==> config.mk <==
export PLATFORM = sky130hd
export DESIGN_NAME = pc_sequencer
export DESIGN_NICKNAME = d
export VERILOG_FILES = /design/src/rtl/pc_sequencer.sv
export SDC_FILE = /design/constraint.sdc
export NUM_CORES = 1
export LEC_CHECK = 0
export CORE_ASPECT_RATIO = 0.9
export CORE_UTILIZATION = 54
export DETAILED_ROUTE_END_ITERATION = 6
export GPL_TIMING_DRIVEN = 0
export PLACE_DENSITY = 0.87
export SYNTH_ARGS = -nofsm -noshare
export SYNTH_HDL_FRONTEND = slang
export SYNTH_SLANG_ARGS = --single-unit
==> constraint.sdc <==
create_clock -name clk -period 5.1 [get_ports clk]
set_input_delay 0.765 -clock clk [delete_from_list [all_inputs] [get_ports clk]]
set_output_delay 0.765 -clock clk [all_outputs]
set_load 0.01 [all_outputs]
==> src/rtl/pc_sequencer.sv <==
// pc_sequencer: fetch PC with branches, jumps, exception entry/return and a circular return-address stack.
module pc_sequencer #(
    parameter int                ADDR_W       = 32,
    parameter logic [ADDR_W-1:0] RESET_VECTOR = '0,
    parameter logic [ADDR_W-1:0] EXC_VECTOR   = ADDR_W'(32'h0000_0180),
    parameter int                RAS_DEPTH    = 4
) (
    input  logic                         clk,
    input  logic                         reset_n,
    input  logic                         stall,
    input  logic                         branch_select,
    input  logic                         jump_enable,
    input  logic                         jump_link,
    input  logic                         jump_reg,
    input  logic                         ret_enable,
    input  logic                         exception,
    input  logic                         eret,
    input  logic [ADDR_W-1:0]            sign_extended_immediate,
    input  logic [25:0]                  jump_address,
    input  logic [ADDR_W-1:0]            jump_reg_addr,
    output logic [ADDR_W-1:0]            pc,
    output logic [ADDR_W-1:0]            epc,
    output logic [ADDR_W-1:0]            ras_top,
    output logic [$clog2(RAS_DEPTH):0]   ras_count,
    output logic                         addr_error
);
    localparam int PW = $clog2(RAS_DEPTH);
    localparam int CW = PW + 1;

    logic [ADDR_W-1:0] pc_q, pc_d, epc_q, epc_d;
    logic [ADDR_W-1:0] ras_q [RAS_DEPTH];
    logic [PW-1:0]     wp_q, wp_d, top_idx, wr_idx;
    logic [CW-1:0]     cnt_q, cnt_d;
    logic              aerr_q, aerr_d;
    logic [ADDR_W-1:0] pc_plus_4, branch_target, jump_target;
    logic              trap, go, push, pop;

    always_comb begin
        pc_plus_4     = pc_q + ADDR_W'(4);
        branch_target = pc_plus_4 + {sign_extended_immediate[ADDR_W-3:0], 2'b00};
        jump_target   = {pc_plus_4[ADDR_W-1:28], jump_address, 2'b00};
        trap          = jump_reg && (jump_reg_addr[1:0] != 2'b00);
        go            = !stall && !exception && !eret && !trap;
        push          = go && jump_link && (jump_enable || jump_reg);
        // a pop on an empty stack is dropped, so push+pop when empty degrades to a plain push
        pop           = go && jump_reg && ret_enable && (cnt_q != '0);
        top_idx       = wp_q - PW'(1);
        wr_idx        = pop ? top_idx : wp_q;
        wp_d          = (push && !pop) ? wp_q + PW'(1) : (pop && !push) ? top_idx : wp_q;
        cnt_d         = (push && !pop && cnt_q != CW'(RAS_DEPTH)) ? cnt_q + CW'(1)
                      : (pop && !push) ? cnt_q - CW'(1) : cnt_q;
        pc_d          = pc_q;
        epc_d         = epc_q;
        aerr_d        = 1'b0;
        if (exception) begin
            pc_d  = EXC_VECTOR;
            epc_d = pc_q;
        end else if (!stall) begin
            if (eret) begin
                pc_d = epc_q;
            end else if (trap) begin
                pc_d   = EXC_VECTOR;
                epc_d  = pc_q;
                aerr_d = 1'b1;
            end else begin
                pc_d = jump_reg ? jump_reg_addr : jump_enable ? jump_target
                     : branch_select ? branch_target : pc_plus_4;
            end
        end
    end

    always_ff @(posedge clk or negedge reset_n) begin
        if (!reset_n) begin
            pc_q   <= RESET_VECTOR;
            epc_q  <= '0;
            wp_q   <= '0;
            cnt_q  <= '0;
            aerr_q <= 1'b0;
            for (int i = 0; i < RAS_DEPTH; i++) ras_q[i] <= '0;
        end else begin
            pc_q   <= pc_d;
            epc_q  <= epc_d;
            wp_q   <= wp_d;
            cnt_q  <= cnt_d;
            aerr_q <= aerr_d;
            if (push) ras_q[wr_idx] <= pc_plus_4;
        end
    end

    assign pc         = pc_q;
    assign epc        = epc_q;
    assign ras_count  = cnt_q;
    assign ras_top    = (cnt_q == '0) ? '0 : ras_q[top_idx];
    assign addr_error = aerr_q;
endmodule
==> impl_results.md, run 1 <==
* Area share of the largest cell type after synthesis at 43.2%
* Port Buf Inserts at 195
* Boundary pin count at 200
* Post-CTS setup repair buffer count at 0
* Critical R2R Capture: pc[31]$_DFFE_PN0P_
* CTS root buf: clkbuf_16
* Antenna violations before repair at 0
* Adder-Cell Fraction of Synth Area at 4.38%
* PD cells at 361 mW/mm^2
* CTS Buffer Depth at 2
* Crit end category: flop
* Most frequent cells in the layout: dfrtp_1 (198), clkdlybuf4s50_1 (194), nand2_1 (133)
* CP startpoint kind: flop
* Final period util at 95.1%
* Final Util at 69.5%
* Largest family of logic cells by synthesized area: compound AO/OA/AOI/OAI gates
* CTS tree: built
* Layout cells sized above 1 at 9.38%
* Maximum vdd drop at 0.000288 V
* Die area at 0.0219 mm^2
* Top cell type by total area after synthesis: dfrtp_1
* Die width at 156 um
* Reg2reg start: pc[2]$_DFFE_PN0P_
* Critical Path, Cell by Cell: ha_1 -> nand2_1 -> nor2_1 -> and3_1 -> nand2_1 -> xor2_2 -> inv_1 -> ha_1 -> a21oi_1 -> o21ai_0 -> a221oi_1 -> o41ai_2 -> a311o_1 -> a311oi_1 -> a21boi_1 -> nor3_1
* Detailed-route via count at 10,800
* Commonest non-fill, non-tap cell in the layout: dfrtp_1
* Leakage at 6.47 nW
* Post-Route WL at 37.7 mm
* Number of H-tree levels at 4
* Xor-xnor portion of the synthesized cell area at 4.20%
* Most used DFF post-synth: dfrtp_1
* GP Congestion at 1.04
* Final net count at 1,556
* R2r setup slk at 0.25 ns
* PnR worst setup slack at 0.249 ns
* Register area at 0.00495 mm^2
* Setup TNS at 0 ns
* Filler Cell Count at 1,584
* Placed inst area at 0.0138 mm^2
* Detailed placement HPWL at 28.0 mm
* Least-Margin Pin Slew at 0.920 ns
* Relative slew margins at 38.2%
* WHS at 0.279 ns
* Core Footprint at 0.0208 mm^2
* EDFF count, synth at 0
* Sequential element share of the synthesized area at 43.2%
* CP max stage delay at 0.54 ns
* # DRC at 0
* Status: complete, no violations
* Number of buffers created by CTS at 17
* Sink Count at 198
* Vias in the first global route at 10,500
* Final Hold Viols at 0
* Cell at the slowest stage of the critical path: dfrtp_1
* Crit Path Max Fanout at 8
* Starting Density at 55.1%
* Critical path class: flop to flop
* Pre-CTS setup slack at 0.242 ns
* Clk_lat worst skew at 0.45 ns
* Grt ovf at 0
* Worst-path clk slew at 0.07 ns
* RSZ-0062 raised after global routing: no
* Worst hold path class: primary input to async pin
* Final setup violation count at 0
* CP required at 5.43 ns
* Global-route wire length before repair at 58.7 mm
* Achievable frequency at 206 MHz
* Avg WL per Cell at 22.0 um
* Area contributors post-synth: dfrtp_1 (43%), mux4_2 (6.3%), a21oi_1 (4.7%)
* Row Count at 50
* Area of the multi-input gates at 0.00609 mm^2
* Final ANT Viol Nets at 0
* Initial DRC count at 1,465
* Netlist Area Pre-Place at 0.0115 mm^2
* DR pass1 iterations at 5
* Compound-Gate Fraction of Synth Area at 18.8%
* Final Cell Area at 0.0145 mm^2
* Layout area overhead at 26.0%
* Gr usage total at 35.7%
* Reg2reg path depth at 16
* Die Y at 140 um
* CP arrival at 5.18 ns
* Post-Synthesis Cells at 1,202
* Netlist cell types at 73
* Max-slew violation count at 0
* Avg Inst Size Synth at 9.55 um^2
* Mapped Nets at 1,341
* Layout Skew at 0.00961 ns
* Largest net degree at the start of global routing at 122
* Simple-gate share of the synthesized area at 14.5%
* Ys Warns at 0
* Tmin final at 4.85 ns
* Multiplexer share of the synthesized area at 11.0%
* Max cap viols at 0
* Ys async rst share at 100%
* Seq cells post-synth at 198
* Vias per cell at 6.28
timing repair:
action	4_1_cts	5_1_grt
endpoints found under the hold margin	0	0
endpoints found under the setup margin	0	1
hold buffers	0	0
gates resized for setup	0	3
cells in the mapped netlist, types with 3 or more instances:
cell type  count
o21ai_1        9
xnor2_1       31
nand2_1      133
nor2_1       117
nor2b_1       36
a311o_1        3
o21ai_0      103
o21a_1         4
a22oi_1       11
nor4_1         3
nand2b_1       4
inv_1         45
a21o_1        19
o21bai_1       4
nand3_1       16
buf_2         12
buf_4          5
nor3_1         9
xor2_1        24
nand4_1        9
o22ai_1        8
a221oi_1       8
o31ai_1        4
a32oi_1        3
buf_1          6
mux4_2        32
mux2i_1        6
ha_1          37
dfrtp_1      198
clkbuf_1      46
a21oi_1      107
a211oi_1      12
a221o_1        5
o211ai_1      10
a31oi_1       11
and4_1         3
nor3b_1        5
and3_1        16
and2_1         4
mux2_2        41
logic make-up (layout without fill, tap and decap cells):
logic type,after synthesis,after routing
AND/OR/NAND/NOR,366,366
AO/OA/AOI/OAI,349,349
flip-flops,198,198
buffers and inverters,114,341
multiplexers,81,81
XOR/XNOR,55,55
adder cells (fa/ha/maj),39,39
other,0,1
metrics by stage:
step / power (mW) / std cells
final: 5.22 / 1716
after global routing: 5.45 / 1715
after CTS: 5.19 / 1715
after detailed placement: 3.77 / 1684
after global placement: 3.71 / 1683
after floorplan: 3.05 / 1202
sequential cells by signal, summed over array words and instances (netlist names):
signal	flops
ras_count	3
addr_error	1
wp_q	2
epc	32
pc	32
ras_q	128
critical path, delay by kind of cell, from the launching register on:
family	cells	cell delay [ns]
and+or+nand+nor	5	0.92
xor gates and xnor gates	1	0.38
buffers and inverters	1	0.09
AOI/OAI and AO/OA	7	2.17
DFF	1	0.54
adders and majority gates	2	0.62
layout make-up:
type	count	share of cell area [%]
Buffer	69	2.02
Multi-Input combinational cell	890	42.1
Inverter	45	1.17
Antenna cell	1	0.0173
Sequential cell	198	34.2
Clock inverter	11	1.19
Tap cell	286	2.47
Timing Repair Buffer	196	13.7
Clock buffer	20	3.09
worst max path at each step:
stage | startpoint | end | slack [ns] | cells after the start
final | pc[2]$_DFFE_PN0P_ | pc[31]$_DFFE_PN0P_ | 0.25 | 16
after global routing | pc[2]$_DFFE_PN0P_ | pc[31]$_DFFE_PN0P_ | 0.01 | 16
after CTS | pc[2]$_DFFE_PN0P_ | pc[31]$_DFFE_PN0P_ | 0.24 | 16
after detailed placement | pc[2]$_DFFE_PN0P_ | pc[31]$_DFFE_PN0P_ | 0.24 | 16
after global placement | reset_n | pc[25]$_DFFE_PN0P_ | -4.68 | 1
after floorplan | pc[2]$_DFFE_PN0P_ | pc[31]$_DFFE_PN0P_ | 1.36 | 16
report_power, final:
part           internal (mW)  leakage, nW  total, mW  switching (mW)
clock network          0.835        0.301       1.44           0.601
logic                  0.883         3.51       1.74           0.859
registers               1.84         2.65       2.04           0.199
metal layers:
layer / track usage [%] / vias up / part of all wire, %
met5: 0 / - / 0
met4: 14.3 / 0 / 3.4
met3: 7.61 / 110 / 10
met2: 57.0 / 706 / 48
met1: 47.5 / 5225 / 39
li1: - / 4732 / -
(Power assumes the default switching activity.)
==> run 2, diff against run 1 <==
--- a/config.mk
+++ b/config.mk
@@ -5,6 +5,7 @@
 export SDC_FILE = /design/constraint.sdc
 export NUM_CORES = 1
 export LEC_CHECK = 0
+export CAP_MARGIN = 40
 export CORE_ASPECT_RATIO = 0.9
 export CORE_UTILIZATION = 54
 export DETAILED_ROUTE_END_ITERATION = 6
==> constraint.sdc (replaced) <==
create_clock -name clk -period 5.1 [get_ports clk]
set_input_delay 1.02 -clock clk [delete_from_list [all_inputs] [get_ports clk]]
set_output_delay 1.02 -clock clk [all_outputs]
set_load 0.01 [all_outputs]
==> results of run 2 <==
Same layout as run 1 (identical final DEF). Status: complete, no violations.
Among the figures that moved: hold slack 0.279 ns -> 0.482 ns
